`src/rtl/printf_fetch_engine.sv`:
```
// Printf buffer fetch engine: reads a per-core buffer word by word, clears each
// word behind itself, and streams the bytes out until a terminator is seen.
module printf_fetch_engine #(
  parameter int unsigned NUM_WORDS = 16
) (
  input  logic        clk,
  input  logic        rst,
  input  logic        start_i,
  input  logic [31:0] addr_i,
  input  logic [1:0]  core_id_i,
  output logic        busy_o,
  output logic        mem_req_o,
  output logic        mem_write_o,
  output logic [31:0] mem_addr_o,
  output logic [63:0] mem_wdata_o,
  output logic [7:0]  mem_mask_o,
  input  logic        mem_gnt_i,
  input  logic [63:0] mem_rdata_i,
  output logic        char_valid_o,
  output logic [7:0]  char_data_o,
  output logic [1:0]  char_core_o,
  input  logic        char_ready_i,
  output logic        done_o
);

  localparam int unsigned IDX_W = (NUM_WORDS > 1) ? $clog2(NUM_WORDS) : 1;
  localparam int unsigned BYTES_W = 3;
  localparam logic [IDX_W-1:0] LAST_IDX = IDX_W'(NUM_WORDS - 1);

  typedef enum logic [2:0] {
    IDLE,
    RD_REQ,
    RD_WAIT,
    WR_CLR,
    EMIT,
    CLR_ONLY,
    DONE
  } state_t;

  state_t               state_q, state_d;
  logic [31:0]          base_q, base_d;
  logic [1:0]           core_d;
  logic [IDX_W-1:0]     idx_q, idx_d;
  logic [63:0]          word_q, word_d;
  logic [BYTES_W-1:0]   bidx_q, bidx_d;
  logic                 term_q, term_d;

  logic                 busy_d, mem_req_d, mem_write_d, done_d;
  logic [31:0]          mem_addr_d;
  logic [7:0]           mem_mask_d;
  logic                 char_valid_d;
  logic [7:0]           char_data_d;
  logic [7:0]           cur_byte, next_byte;
  logic                 leave;

  // Byte b of a word, most significant byte first.
  function automatic logic [7:0] pick_byte(input logic [63:0] w, input logic [BYTES_W-1:0] b);
    return 8'(w >> {~b, 3'b000});
  endfunction

  function automatic logic is_term(input logic [7:0] c);
    return (c == 8'h00) || (c == 8'h0A) || (c == 8'h0D);
  endfunction

  assign mem_wdata_o = 64'h0;

  // Next-state logic; outputs are decoded from the next state and registered.
  always_comb begin
    state_d   = state_q;
    base_d    = base_q;
    core_d    = char_core_o;
    idx_d     = idx_q;
    word_d    = word_q;
    bidx_d    = bidx_q;
    term_d    = term_q;
    leave     = 1'b0;
    cur_byte  = pick_byte(word_q, bidx_q);

    case (state_q)
      IDLE: begin
        if (start_i) begin
          base_d  = addr_i & ~32'h7;
          core_d  = core_id_i;
          idx_d   = '0;
          term_d  = 1'b0;
          state_d = RD_REQ;
        end
      end
      RD_REQ: begin
        if (mem_gnt_i) state_d = RD_WAIT;
      end
      RD_WAIT: begin
        word_d  = mem_rdata_i;
        state_d = WR_CLR;
      end
      WR_CLR: begin
        if (mem_gnt_i) begin
          bidx_d  = '0;
          state_d = EMIT;
        end
      end
      EMIT: begin
        // A terminator consumes its cycle but is never handed to the consumer.
        if (is_term(cur_byte)) begin
          term_d = 1'b1;
          leave  = 1'b1;
        end else if (char_ready_i) begin
          if (bidx_q == BYTES_W'(7)) leave = 1'b1;
          else bidx_d = bidx_q + BYTES_W'(1);
        end
        if (leave) begin
          if (idx_q == LAST_IDX) begin
            state_d = DONE;
          end else begin
            idx_d   = idx_q + IDX_W'(1);
            state_d = term_d ? CLR_ONLY : RD_REQ;
          end
        end
      end
      CLR_ONLY: begin
        if (mem_gnt_i) begin
          if (idx_q == LAST_IDX) state_d = DONE;
          else idx_d = idx_q + IDX_W'(1);
        end
      end
      DONE: begin
        state_d = IDLE;
      end
      default: begin
        state_d = IDLE;
      end
    endcase

    busy_d       = (state_d != IDLE);
    mem_req_d    = (state_d == RD_REQ) || (state_d == WR_CLR) || (state_d == CLR_ONLY);
    mem_write_d  = (state_d == WR_CLR) || (state_d == CLR_ONLY);
    mem_addr_d   = mem_req_d ? (base_d + 32'({idx_d, 3'b000})) : 32'h0;
    mem_mask_d   = mem_write_d ? 8'hFF : 8'h00;
    done_d       = (state_d == DONE);
    next_byte    = pick_byte(word_d, bidx_d);
    char_valid_d = (state_d == EMIT) && !is_term(next_byte);
    char_data_d  = char_valid_d ? next_byte : 8'h00;
  end

  always_ff @(posedge clk) begin
    if (rst) begin
      state_q      <= IDLE;
      base_q       <= 32'h0;
      idx_q        <= '0;
      word_q       <= 64'h0;
      bidx_q       <= '0;
      term_q       <= 1'b0;
      busy_o       <= 1'b0;
      mem_req_o    <= 1'b0;
      mem_write_o  <= 1'b0;
      mem_addr_o   <= 32'h0;
      mem_mask_o   <= 8'h00;
      char_valid_o <= 1'b0;
      char_data_o  <= 8'h00;
      char_core_o  <= 2'b00;
      done_o       <= 1'b0;
    end else begin
      state_q      <= state_d;
      base_q       <= base_d;
      idx_q        <= idx_d;
      word_q       <= word_d;
      bidx_q       <= bidx_d;
      term_q       <= term_d;
      busy_o       <= busy_d;
      mem_req_o    <= mem_req_d;
      mem_write_o  <= mem_write_d;
      mem_addr_o   <= mem_addr_d;
      mem_mask_o   <= mem_mask_d;
      char_valid_o <= char_valid_d;
      char_data_o  <= char_data_d;
      char_core_o  <= core_d;
      done_o       <= done_d;
    end
  end

endmodule

```
`config.mk`:
```
export PLATFORM = sky130hd
export DESIGN_NAME = printf_fetch_engine
export DESIGN_NICKNAME = d
export VERILOG_FILES = /design/src/rtl/printf_fetch_engine.sv
export SDC_FILE = /design/constraint.sdc
export NUM_CORES = 1
export LEC_CHECK = 0
export CORE_AREA = 10 10 141 143
export CTS_BUF_LIST = sky130_fd_sc_hd__clkbuf_2
export CTS_CLUSTER_DIAMETER = 120
export CTS_CLUSTER_SIZE = 20
export DETAILED_ROUTE_END_ITERATION = 10
export DIE_AREA = 0 0 151 153
export DONT_BUFFER_PORTS = 1
export GPL_ROUTABILITY_DRIVEN = 0
export PLACE_DENSITY = 0.67
export SETUP_SLACK_MARGIN = 0.2
export SLEW_MARGIN = 20
export SYNTH_ARGS = -nofsm -noshare
export SYNTH_HDL_FRONTEND = slang
export SYNTH_SLANG_ARGS = --single-unit
```
`constraint.sdc`:
```
create_clock -name clk -period 5.7 [get_ports clk]
set_input_delay 1.14 -clock clk [delete_from_list [all_inputs] [get_ports clk]]
set_output_delay 1.14 -clock clk [all_outputs]
set_load 0.005 [all_outputs]
```
* Word level (Yosys, flattened, before mapping)
Index checks and enable logic that the tools add are counted.
Widths: inputs -> output; s select.
** Cells by class
- Divide/modulo/power cells :: 0
- Reduce and logical (&&, ||, !) cells :: 18
- Add/sub/neg operators :: 3
- Bitwise gates (word level) :: 4
- Shift-type cells :: 2
- Muxes and demuxes :: 31
- Order comparisons :: 0
- Multipliers :: 0
- Equal/unequal tests :: 17
** Operators by type and width (number)
- $shr 64x6->8 :: 2
- $mux 32 :: 2
- $mux 64 :: 1
- $mux 3 :: 12
- $add 32x7->32 :: 1
- $eq 8x4->1 const B :: 4
- $eq 3x3->1 const B :: 6
- $pmux 3 s6 :: 1
- $logic_not 8->1 :: 2
- $mux 4 :: 4
- $pmux 4 s3 :: 1
- $eq 3x2->1 const B :: 3
- $mux 8 :: 1
- $logic_or 1x1->1 :: 7
- $mux 1 :: 7
- $eq 3x1->1 const B :: 2
- $not 3->3 :: 2
- $pmux 3 s2 :: 1
- $add 4x1->4 const B :: 1
- $eq 4x4->1 const B :: 1
- $reduce_and 2->1 :: 2
- $reduce_or 2->1 :: 2
- $add 3x1->3 const B :: 1
- $logic_not 3->1 :: 1
- other kinds (7) :: 8
** Word-level totals
- Memories :: 0
- Register bits after elaboration :: 162
- Word-level logic and storage cells :: 90
- Output and inout bits :: 119
- Memory bits (writable) :: 0
- ROM bits :: 0
- Latch bits :: 0

* Longest topological paths before layout
- Depth in word-level cells :: 16
- Depth in mapped cells :: 25

* Worst setup path after synthesis
Ideal clock, no wire load.
- Path kind :: input -> register
- From :: input start_i
- To :: register mem_addr_o[31]
- Data required time :: 5614 ps
- Path slack :: 582 ps
- Arrival :: 5033 ps
- Buffers on the path :: 4
- Setup time :: 86 ps
- Cell stages on the path :: 19
- Cell sequence :: nor4b_2 buf_2 buf_1 buf_1 clkbuf_1 nand2_1 nand2_1 ha_1 a21o_1 a21oi_1 nor2_1 nand2_1 or2_0 nor3_1 and3_1 nand2_1 xnor2_1 nor2_1 a211oi_1
** On the way
- Elaborated cells on any way between the ends :: 14
- Classes of those cells :: 1 x add/sub; 3 x eq/ne; 6 x mux; 1 x bitwise; 3 x reduce/logical
** RTL lines
- start: declaration :: line 8 : input logic start_i,
- $mux 32 :: line 81 : if (start_i) begin
- $mux 32 :: line 79 : case (state_q)
- via base_d[5] :: line 41 : logic [31:0] base_q, base_d;
- $add 32x7->32 :: line 137 : mem_addr_d = mem_req_d ? (base_d + 32'({idx_d, 3'b000})) : 32'h0;
- end signal: assignment :: line 172 : mem_addr_o <= mem_addr_d;
- end: declaration :: line 14 : output logic [31:0] mem_addr_o,
The timed path passes the listed nets, and every way through them passes these cells.
A chain may end at the register's enable or synchronous reset.

* Final worst setup path
- From :: register bidx_q[1]
- To :: register mem_addr_o[31]
** On the way
- Elaborated cells on any way between the ends :: 28
- Classes of those cells :: 1 x add/sub; 6 x eq/ne; 1 x shift; 12 x mux; 2 x bitwise; 6 x reduce/logical
** RTL lines
- start: declaration :: line 45 : logic [BYTES_W-1:0] bidx_q, bidx_d;
- start signal: assignment :: line 167 : bidx_q <= bidx_d;
- $not 3->3 :: line 58 : return 8'(w >> {~b, 3'b000});
- $shr 64x6->8 :: line 58
- $eq 8x4->1 / $logic_not 8->1 (equally long branches) :: line 62 : return (c == 8'h00) || (c == 8'h0A) || (c == 8'h0D);
- $logic_or 1x1->1 (2 in series) :: line 62
- $mux 1 (*) :: line 104 : if (is_term(cur_byte)) begin
- $mux 1 (*) :: line 79
- $mux 4 (*) :: line 111 : if (leave) begin
- $pmux 4 s3 (*) :: line 79
- via idx_d[0] :: line 43 : logic [IDX_W-1:0] idx_q, idx_d;
- $add 32x7->32 (*) :: line 137
The timed path passes the listed nets; every way through them passes the cells marked *. The select of a mux whose other input is x is not followed.

==> summary.txt <==
Place
  – Worst Setup Slack post-DPL: about 400 ps
  – Placed Cells: 1130
  – Placed Area: 7920 um2
  – Port bufs: 0
  – Dpl hpwl: 15.3 mm

Clocking
  – Hold_buf cts: 0
  – CTS tree: built
  – CTS H-tree depth: 4
  – Post-CTS setup buffers: 0
  – Post-CTS resize count: 0
  – CTS Buf Count: 17
  – Clock latency on the worst-skew pair: between 700 and 800 ps
  – Root Driver: clkbuf_2
  – Bufs on Longest Clock Path: 2
  – CTS clk-pin slew, worst paths: approximately 250 ps
  – # clock sinks: approximately 150

Synth
  – Post-synth cell types: 62
  – Post-Syn Area: a little over 8000 um2
  – Main flop type after synthesis: dfxtp_1
  – Synth area leaders: dfxtp_1 38%, nand2_1 8.1%, buf_4 7.0%
  – Ys Warns: 0
  – Syn avg cell area: between 8 and 9 um2
  – Area leader, netlist: dfxtp_1
  – Synth Register Bits: between 150 and 200
  – Ys async rst share: 0%
  – Sequential-to-total area share from yosys stat: approximately two fifths
  – Yosys top cell area share: about two fifths
  – Post-Syn Instances: 962
  – Number of synthesized flops with an enable pin: 0

Setup path
  – R2R setup slack: between 600 and 700 ps
  – Critical path launch point type: register
  – Element type at the critical path end: register
  – Buf/Inv on CP: 0
  – CP top delay family: compound AO/OA/AOI/OAI gates
  – Critical path class: register to register
  – Worst path max stage delay: between 700 and 800 ps
  – Max FO, Critical Path: 12
  – CP required: 6360 ps
  – Crit path DAT: around 5700 ps
  – CP Cell Sequence: mux4_1 -> nor4_1 -> o31a_1 -> nor2_1 -> a31oi_1 -> nand2_1 -> a21oi_1 -> mux2i_1 -> a22o_1 -> ha_1 -> fa_1 -> a21o_1 -> a21oi_1 -> nor2_1 -> nand2_1 -> or2_0 -> nor3_2 -> and3_1 -> nand2_1 -> xnor2_1 -> nor2_1 -> a211oi_1
  – Slowest-stage cell, CP: dfxtp_1
  – RR Endpoint: mem_addr_o[31]$_SDFF_PP0_
  – Cells on worst reg2reg path: 22
  – Reg2reg start: bidx_q[1]$_SDFF_PP0_

Floorplanning
  – Die Wd: 151 um
  – Initial Utilization: a little under half
  – IO Pins: 222
  – Die Footprint: approximately 23000 um2
  – Number of cell rows: 48
  – Die Y: around 150 um
  – Core area: around 17000 um2

Pwr
  – Total power draw: between 2 and 2.5 mW
  – Clk network pwr share: 27.5%
  – Worst vdd ir: between 0.0001 and 0.00015 V
  – Flop pwr share: between 50% and 60%
  – Combinational power share: between 10% and 20%
  – Pint: 1.46 mW
  – Leak: 3.02 nW
  – Pwr Density: ~270 nW/um2
  – Net Switching: 0.715 mW
  – Sw Ratio: 32.8%

Layout
  – Nets: a little over 1000
  – Fill cell count: ~1800
  – Post-route design area: 8160 um2
  – Share of cells above drive strength 1: 7.90%
  – Layout area overhead: 0.757%
  – Final Util: a little under half
  – Non-Filler Instances: 1163

Timing
  – Crit path time final: about 5000 ps
  – Hold_ws: ~460 ps
  – Slew Viols, Final: 0
  – FMAX: 198 MHz
  – Final setup violation count: 0
  – Crit share post-route: ~89%
  – Slew @ Worst Pin: 936 ps
  – Final worst setup slack: roughly 640 ps
  – Final Skew: 42.3 ps
  – RSZ-0062 raised after global routing: false
  – Hold Fails Final Rpt: 0
  – Sum Neg Setup Slack: 0 ps
  – Max_slew headroom: between 30% and 40%

Global routing
  – Total congestion overflow: 0
  – Global Route Usage Sum: 17.7%
  – Vias in the first global route: roughly 6200
  – First-pass GRT wire length: around 33 mm
  – Largest net degree at the start of global routing: 108
  – Antenna violations before repair: 1

Run
  – Max-cap violations: 0

Route
  – Final antenna-violating net count: 0
  – Vias post-DR: approximately 6400
  – Routed len/inst: around 18 um
  – Vias per std cell: ~5.5
  – Initial DRC count: 558
  – Routed WL: around 21 mm
  – TritonRoute pass-1 iters: 5
  – DRC Markers: 0

Worst hold path
  – HP Start: rst
  – WHS Endpoint: base_q[7]$_SDFF_PP0_
  – Min-delay worst type: input pin to register
  – Cells on Worst Hold Path: 1

Status
  – Status: finished clean
[cells by family (layout without fill, tap and decap cells)]
family / count (synthesis) / after routing / share of synthesized area (%)
buf+inv: 145 / 57 / 10.6
fa+ha+maj: 7 / 7 / 1.17
xor+xnor: 29 / 29 / 3.14
simple gates: 373 / 373 / 20.6
other cells: 1 / 65 / 0.0463
mux: 62 / 62 / 10.7
flops: 154 / 154 / 38.1
compound gates: 191 / 191 / 15.6
[state kept, by name, indices dropped and copies added, names as in the netlist]
register / flops
term_q: 1
char_data_o: 8
char_core_o: 2
mem_addr_o: 32
state_q: 3
idx_q: 4
word_q: 64
done_o: 1
base_q: 32
char_valid_o: 1
busy_o: 1
mem_req_o: 1
bidx_q: 3
mem_mask_o: 1
[Yosys cell counts (all sizes together), types with 15 or more instances]
| cell | n |
|---|---|
| a21oi | 83 |
| buf | 94 |
| clkbuf | 40 |
| dfxtp | 154 |
| mux2i | 44 |
| mux4 | 18 |
| nand2 | 175 |
| nand3 | 15 |
| nor2 | 84 |
| nor3 | 25 |
| o221ai | 17 |
| o22ai | 18 |
| xnor2 | 15 |
[power groups by stage]
stage                     Clock (mW)  Combinational, mW  Sequential, mW
final                          0.599              0.391            1.19
after global routing           0.671              0.439            1.20
after CTS                      0.627              0.389            1.19
after detailed placement           0              0.388            1.21
after global placement             0              0.381            1.21
after floorplan                    0              0.372            1.19
[worst max path at each step]
stage | endpoint | cells after the start | start | slack [ps]
after floorplan | mem_addr_o[31]$_SDFF_PP0_ | 19 | start_i | 580
after global placement | mem_addr_o[31]$_SDFF_PP0_ | 22 | bidx_q[0]$_SDFF_PP0_ | 490
after detailed placement | mem_addr_o[31]$_SDFF_PP0_ | 23 | bidx_q[0]$_SDFF_PP0_ | 400
after CTS | mem_addr_o[31]$_SDFF_PP0_ | 23 | bidx_q[0]$_SDFF_PP0_ | 340
after global routing | mem_addr_o[31]$_SDFF_PP0_ | 22 | bidx_q[1]$_SDFF_PP0_ | 250
final | mem_addr_o[31]$_SDFF_PP0_ | 22 | bidx_q[1]$_SDFF_PP0_ | 640
[layout make-up]
type                            count  area, um2  area share, %
Inverter                           11       41.3          0.506
Timing Repair Buffer               14        105           1.29
Clock buffer                       18       90.1           1.10
Multi-Input combinational cell    726       4410           54.1
Tap cell                          225        282           3.45
Clock inverter                     14        138           1.69
Antenna cell                        1       2.50         0.0307
Sequential cell                   154       3090           37.8
[cells in the final DEF, fill, tap and decap left out, drive strengths merged, types with 14 or more instances in the layout]
cell    instances
nand3          15
o221ai         17
buf            14
a21oi          83
inv            17
nor2           84
conb           64
xnor2          15
and2           14
clkbuf         18
o22ai          18
a211oi         14
mux2i          44
nor3           25
mux4           18
dfxtp         154
nand2         175
xor2           14
[layer usage]
| metal | vias to the layer above | track usage (%) | routed length [um] |
|---|---|---|---|
| li1 | 3175 | - | - |
| met1 | 3008 | 22.0 | 9080 |
| met2 | 205 | 27.4 | 9760 |
| met3 | 17 | 7.65 | 2070 |
| met4 | 0 | 4.31 | 255 |
| met5 | - | 0 | 0 |
Power figures use the tool's default switching activity.
